### src/rtl/seq_bcd_converter.sv
// seq_bcd_converter: bit-serial double-dabble binary-to-BCD converter with saturation and leading-zero mask
module seq_bcd_converter #(
    parameter int BIN_WIDTH = 8,
    parameter int DIGITS    = 3
) (
    input  logic                  clock,
    input  logic                  reset_n,
    input  logic                  start,
    input  logic [BIN_WIDTH-1:0]  bin_in,
    output logic                  busy,
    output logic                  done,
    output logic [4*DIGITS-1:0]   bcd_out,
    output logic                  overflow,
    output logic [DIGITS-1:0]     blank_mask
);
    localparam int CW = $clog2(BIN_WIDTH + 1);
    localparam int BW = 4 * DIGITS;
    localparam logic [DIGITS-1:0] BLANK_RST = DIGITS'(~32'd1);
    localparam logic [BW-1:0] ALL_NINES = {DIGITS{4'h9}};

    typedef enum logic {IDLE, SHIFT} state_t;

    state_t              state, state_next;
    logic [BIN_WIDTH-1:0] bin_sr;
    logic [BW-1:0]       acc, acc_fix, acc_shift, result;
    logic [CW-1:0]       cnt;
    logic                sticky, sticky_next, last, accept, zero_run;
    logic [DIGITS-1:0]   mask_next;

    assign accept      = state == IDLE && start;
    assign last        = state == SHIFT && cnt == CW'(1);
    assign busy        = state == SHIFT;
    assign acc_shift   = {acc_fix[BW-2:0], bin_sr[BIN_WIDTH-1]};
    assign sticky_next = sticky | acc_fix[BW-1];
    assign result      = sticky_next ? ALL_NINES : acc_shift;

    // add 3 to every digit that is 5 or more, each digit on its own 4 bits
    always_comb begin
        acc_fix = acc;
        for (int i = 0; i < DIGITS; i++)
            acc_fix[4*i+:4] = (acc[4*i+:4] >= 4'd5) ? acc[4*i+:4] + 4'd3 : acc[4*i+:4];
    end

    // leading-zero mask of the final result; units digit is never blanked
    always_comb begin
        mask_next = '0;
        zero_run  = 1'b1;
        for (int i = DIGITS - 1; i >= 1; i--) begin
            zero_run     = zero_run && acc_shift[4*i+:4] == 4'd0;
            mask_next[i] = zero_run && !sticky_next;
        end
    end

    // state register
    always_ff @(posedge clock or negedge reset_n) begin
        if (!reset_n) state <= IDLE;
        else          state <= state_next;
    end

    // next state: leave IDLE on start, return after the last shift
    always_comb begin
        state_next = accept ? SHIFT : last ? IDLE : state;
    end

    // shift datapath and registered results
    always_ff @(posedge clock or negedge reset_n) begin
        if (!reset_n) begin
            bin_sr     <= '0;
            acc        <= '0;
            cnt        <= '0;
            sticky     <= 1'b0;
            done       <= 1'b0;
            bcd_out    <= '0;
            overflow   <= 1'b0;
            blank_mask <= BLANK_RST;
        end else begin
            done <= last;
            if (accept) begin
                bin_sr <= bin_in;
                acc    <= '0;
                sticky <= 1'b0;
                cnt    <= CW'(BIN_WIDTH);
            end else if (state == SHIFT) begin
                bin_sr <= bin_sr << 1;
                acc    <= acc_shift;
                sticky <= sticky_next;
                cnt    <= cnt - 1'b1;
            end
            if (last) begin
                bcd_out    <= result;
                overflow   <= sticky_next;
                blank_mask <= mask_next;
            end
        end
    end
endmodule
### config.mk
export PLATFORM = sky130hd
export DESIGN_NAME = seq_bcd_converter
export DESIGN_NICKNAME = d
export VERILOG_FILES = /design/src/rtl/seq_bcd_converter.sv
export SDC_FILE = /design/constraint.sdc
export NUM_CORES = 1
export LEC_CHECK = 0
export CAP_MARGIN = 10
export CORE_MARGIN = 3
export CORE_UTILIZATION = 45
export DETAILED_ROUTE_END_ITERATION = 8
export PLACE_DENSITY = 0.83
export SETUP_SLACK_MARGIN = 0.5
export SYNTH_ARGS = -nofsm -noshare
export SYNTH_HDL_FRONTEND = slang
export SYNTH_SLANG_ARGS = --single-unit
### constraint.sdc
create_clock -name clock -period 1.7 [get_ports clock]
set_input_delay 0.255 -clock clock [delete_from_list [all_inputs] [get_ports clock]]
set_output_delay 0.255 -clock clock [all_outputs]
set_load 0.005 [all_outputs]
==> flow_summary_export.csv <==
group,metric,value,unit
detailed_routing,first_iter_violations,165,
cts,cts.clk_slew.worst_paths,0.08,ns
worst_setup_path,worst_ep_arrival_time,2.08,ns
timing,rsz0062_at_grt,"yes",
timing,hold_viol_final,0,
worst_setup_path,cp_top_family,"compound AO/OA/AOI/OAI gates",
placed_design,dpl-instance-area,0.002549,sq mm
final_layout,fill_cells,227,
power_and_ir_drop,max-vdd-ir-drop,1.019,mV
final_layout,design.final.nets,301,
worst_setup_path,setup_crit_start_kind,"flip-flop",
detailed_routing,viasPerCell,5.554,
timing,maxSlewViolCount,0,
timing,postLayoutSetupSlackWorst,-0.1587,ns
die,placement_rows,23,
detailed_routing,routedWlPerCell,18.65,um
logic_synthesis,synth_cells,185,
final_layout,area_of_all_placed_cells_without_fillers,0.003372,sq mm
die,floorplan.initialDensity,0.4783,
logic_synthesis,synth.net_count,204,
worst_setup_path,worst-path-stages,7,
timing,setup_viol,13,
hold_path,worst_hold_path_type,"input port to async pin",
final_layout,fin_cells,332,
cts,cts_tree,"built",
logic_synthesis,yosys_register_bits,42,
die,dieArea,0.005170,sq mm
worst_setup_path,setup.reg_to_reg.worst_slack,-0.16,ns
placed_design,globalplace.congestion,0.8148,
grt,pin_count_of_the_biggest_net_entering_global_routing,22,
cts,cts_num_sinks,42,
cts,cts.path.max_buffers,2,
timing,finalCriticalPeriod,1.859,ns
worst_setup_path,crit_path_buf_inv_count,1,
power_and_ir_drop,power_density,2007,mW/mm^2
power_and_ir_drop,fin_total_pwr,6.769,mW
timing,final.period_utilization,1.093,
cts,clock-root-buffer,"sky130_fd_sc_hd__clkbuf_8",
final_layout,num_antenna_cells,0,
timing,holdWs,0.4182,ns
placed_design,detailed_place_hpwl,3082,um
worst_setup_path,critical_path.max_stage_delay,0.45,ns
detailed_routing,drt.antenna.violating_nets,0,
timing,fin_skew,0.008885,ns
worst_setup_path,endpoint_kind,"flip-flop",
timing,maxClockFrequency,538.0,MHz
grt,via_count_of_the_first_global_routing_pass,1769,
die,die_h,71.90,um
detailed_routing,routed-via-count,1844,
detailed_routing,finalWirelength,6193,um
worst_setup_path,critical_path.reg2reg.endpoint,"blank_mask[1]$_DFFE_PN1P_",
cts,insertion_delay,0.31,ns
detailed_routing,drt_first_pass_iters,5,
die,boundaryPins,29,
worst_setup_path,crit-reg2reg-launch,"acc[8]$_DFFE_PN0P_",
worst_setup_path,largest_fanout_on_the_critical_path,5,
worst_setup_path,setup.worst_path.end,"blank_mask[1]$_DFFE_PN1P_",
die,dieWidth,71.90,um
power_and_ir_drop,power.leakage,1.562,nW
grt,globalRoute.totalOverflow,0,
cts,htree_num_levels,2,
final_layout,post_route_cells_drive_above_1_share,0.5390,
worst_setup_path,path_cells,"inv_2 > ha_4 > nor2b_4 > nor3_4 > a211oi_2 > o2111ai_2 > o31ai_4",
logic_synthesis,primary_flip_flop_cell_chosen_by_synthesis_mapping,"sky130_fd_sc_hd__dfrtp_1",
worst_setup_path,required,1.93,ns
grt,grt_antenna_before_repair,0,
worst_setup_path,r2r.worst_path.cells,7,
worst_setup_path,startpoint_of_the_worst_setup_timing_path,"acc[8]$_DFFE_PN0P_",
logic_synthesis,synth-async-reset-ratio,1.000,
grt,all_layer_global_routing_usage,0.2159,
worst_setup_path,slowest_stage,"sky130_fd_sc_hd__dfrtp_2",
job,maxCapViolations,0,
logic_synthesis,synth-edff-count,0,
final_layout,sequential_cell_area,0.001056,sq mm
logic_synthesis,post_synth_design_cell_area,0.001954,sq mm
logic_synthesis,netlist-cell-type-count,32,
detailed_routing,drcViolationCount,0,
final_layout,final_core_utilization,0.8252,
logic_synthesis,post_synth.cell_area_avg,10.56,sq um
cts,cts-buffers-inserted,5,
die,coreArea,0.004086,sq mm
logic_synthesis,synth_sequential_area_ratio,0.5391,
placed_design,place_inst,282,
grt,grt_pass1_wl,8424,um
final_layout,multi_input_area,0.001180,sq mm
run_status,outcome,"finished with violations",
final_layout,area_growth,72.54,%
run_status,violations_in_the_final_reports,"setup timing",
placed_design,io_buffer_count,27,
logic_synthesis,synthesis.yosys.warnings,0,
worst_setup_path,crit_type,"flip-flop to flip-flop",
==> Yosys cell counts (2+ instances only) <==
| library cell | n | area [sq um] |
|---|---|---|
| sky130_fd_sc_hd__a21oi_1 | 9 | 45.04 |
| sky130_fd_sc_hd__a22o_1 | 15 | 131.4 |
| sky130_fd_sc_hd__clkbuf_1 | 5 | 18.77 |
| sky130_fd_sc_hd__dfrtp_1 | 40 | 1001 |
| sky130_fd_sc_hd__dfstp_2 | 2 | 52.55 |
| sky130_fd_sc_hd__ha_1 | 8 | 100.1 |
| sky130_fd_sc_hd__inv_1 | 11 | 41.29 |
| sky130_fd_sc_hd__mux2i_1 | 10 | 100.1 |
| sky130_fd_sc_hd__nand2_1 | 22 | 82.58 |
| sky130_fd_sc_hd__nand2b_1 | 3 | 18.77 |
| sky130_fd_sc_hd__nor2_1 | 11 | 41.29 |
| sky130_fd_sc_hd__nor3_1 | 4 | 20.02 |
| sky130_fd_sc_hd__nor3b_1 | 3 | 22.52 |
| sky130_fd_sc_hd__o21ai_0 | 19 | 95.09 |
| sky130_fd_sc_hd__o22a_1 | 2 | 17.52 |
| sky130_fd_sc_hd__xnor2_1 | 5 | 43.79 |
==> layer usage <==
metal	track usage	vias to the layer above	routed length [um]
li1	-	846	-
met3	0.05956	13	328
met5	0	-	0
met4	0.08351	0	119
met1	0.2644	922	2496
met2	0.3633	63	3249
==> area by class of cell <==
| class | count | area share |
|---|---|---|
| multi-input cells | 123 | 0.3499 |
| flip-flops and latches | 42 | 0.3132 |
| repair buffers | 98 | 0.2779 |
| clock buffers | 5 | 0.02041 |
| well taps | 50 | 0.01855 |
| inverters | 12 | 0.01707 |
| clock inverters | 2 | 0.002968 |
==> stage by stage <==
stage          worst slack, ns  setup TNS, ns
6_report               -0.1587        -0.7041
3_5_place_dp          -0.09643        -0.2200
5_1_grt                -0.1956         -1.380
4_1_cts                -0.1097        -0.5143
2_1_floorplan          -0.1026        -0.1099
3_3_place_gp          -0.06757       -0.06757
==> flip-flops by register name, summed over array words and instances, names as in the netlist <==
register,count
busy,1
bcd_out,12
bin_sr,8
sticky,1
blank_mask,2
acc,12
overflow,1
done,1
cnt,4
==> cells by family (layout without fill, tap and decap cells) <==
group           after synthesis  in the layout  share of synthesized area
compound gates               52             52                     0.1773
simple gates                 47             47                     0.1120
flops                        42             42                     0.5391
buf+inv                      20            117                    0.04481
mux                          10             10                    0.05122
fa+ha+maj                     8              8                    0.05122
xor+xnor                      5              5                    0.02241
other cells                   1              1                   0.001919
==> placed cells by master, fill, tap and decap left out, drive strengths merged, types with 4 or more instances in the layout <==
cell type      count
clkbuf             7
clkdlybuf4s50      9
a21oi              9
nor2              11
mux2i             10
xnor2              5
clkdlybuf4s15     12
inv               11
a22o              15
o21ai             19
dfrtp             40
nand2             22
buf               73
ha                 8
nor3               4
==> power by group <==
group          switching [mW]  total [mW]  internal, mW
Sequential              0.394        1.83          1.43
Clock                   0.349       0.625         0.276
Combinational            1.90        4.32          2.42
==> what timing repair did <==
action | in CTS | in global routing
endpoints found under the hold margin | 19 | 0
cloned | 2 | 0
pin swaps | 9 | 20
gates resized for setup | 100 | 57
hold buffers | 1 | 0
setup endpoints to repair | 48 | 49
buffers inserted | 25 | 15
==> how the worst min path moves through the flow <==
stage / to / slack (ns) / cells after the start
detailed placement: bin_sr[6]$_DFFE_PN0P_ / 0.23 / 1
floorplan: acc[0]$_DFFE_PN0P_ / -0.04 / 0
global route: bin_sr[4]$_DFFE_PN0P_ / 0.47 / 2
CTS: bin_sr[5]$_DFFE_PN0P_ / 0.44 / 2
finish: bin_sr[5]$_DFFE_PN0P_ / 0.42 / 2
global placement: acc[3]$_DFFE_PN0P_ / 0.23 / 1
==> worst reg2reg max path, cell delays in order, from the launching register on <==
cell and delay, ns:
sky130_fd_sc_hd__dfrtp_2 0.45, sky130_fd_sc_hd__inv_2 0.09, sky130_fd_sc_hd__ha_4 0.13, sky130_fd_sc_hd__nor2b_4 0.19
sky130_fd_sc_hd__nor3_4 0.06, sky130_fd_sc_hd__a211oi_2 0.33, sky130_fd_sc_hd__o2111ai_2 0.23, sky130_fd_sc_hd__o31ai_4 0.29
Note: power is estimated with default switching activity, not from simulation.
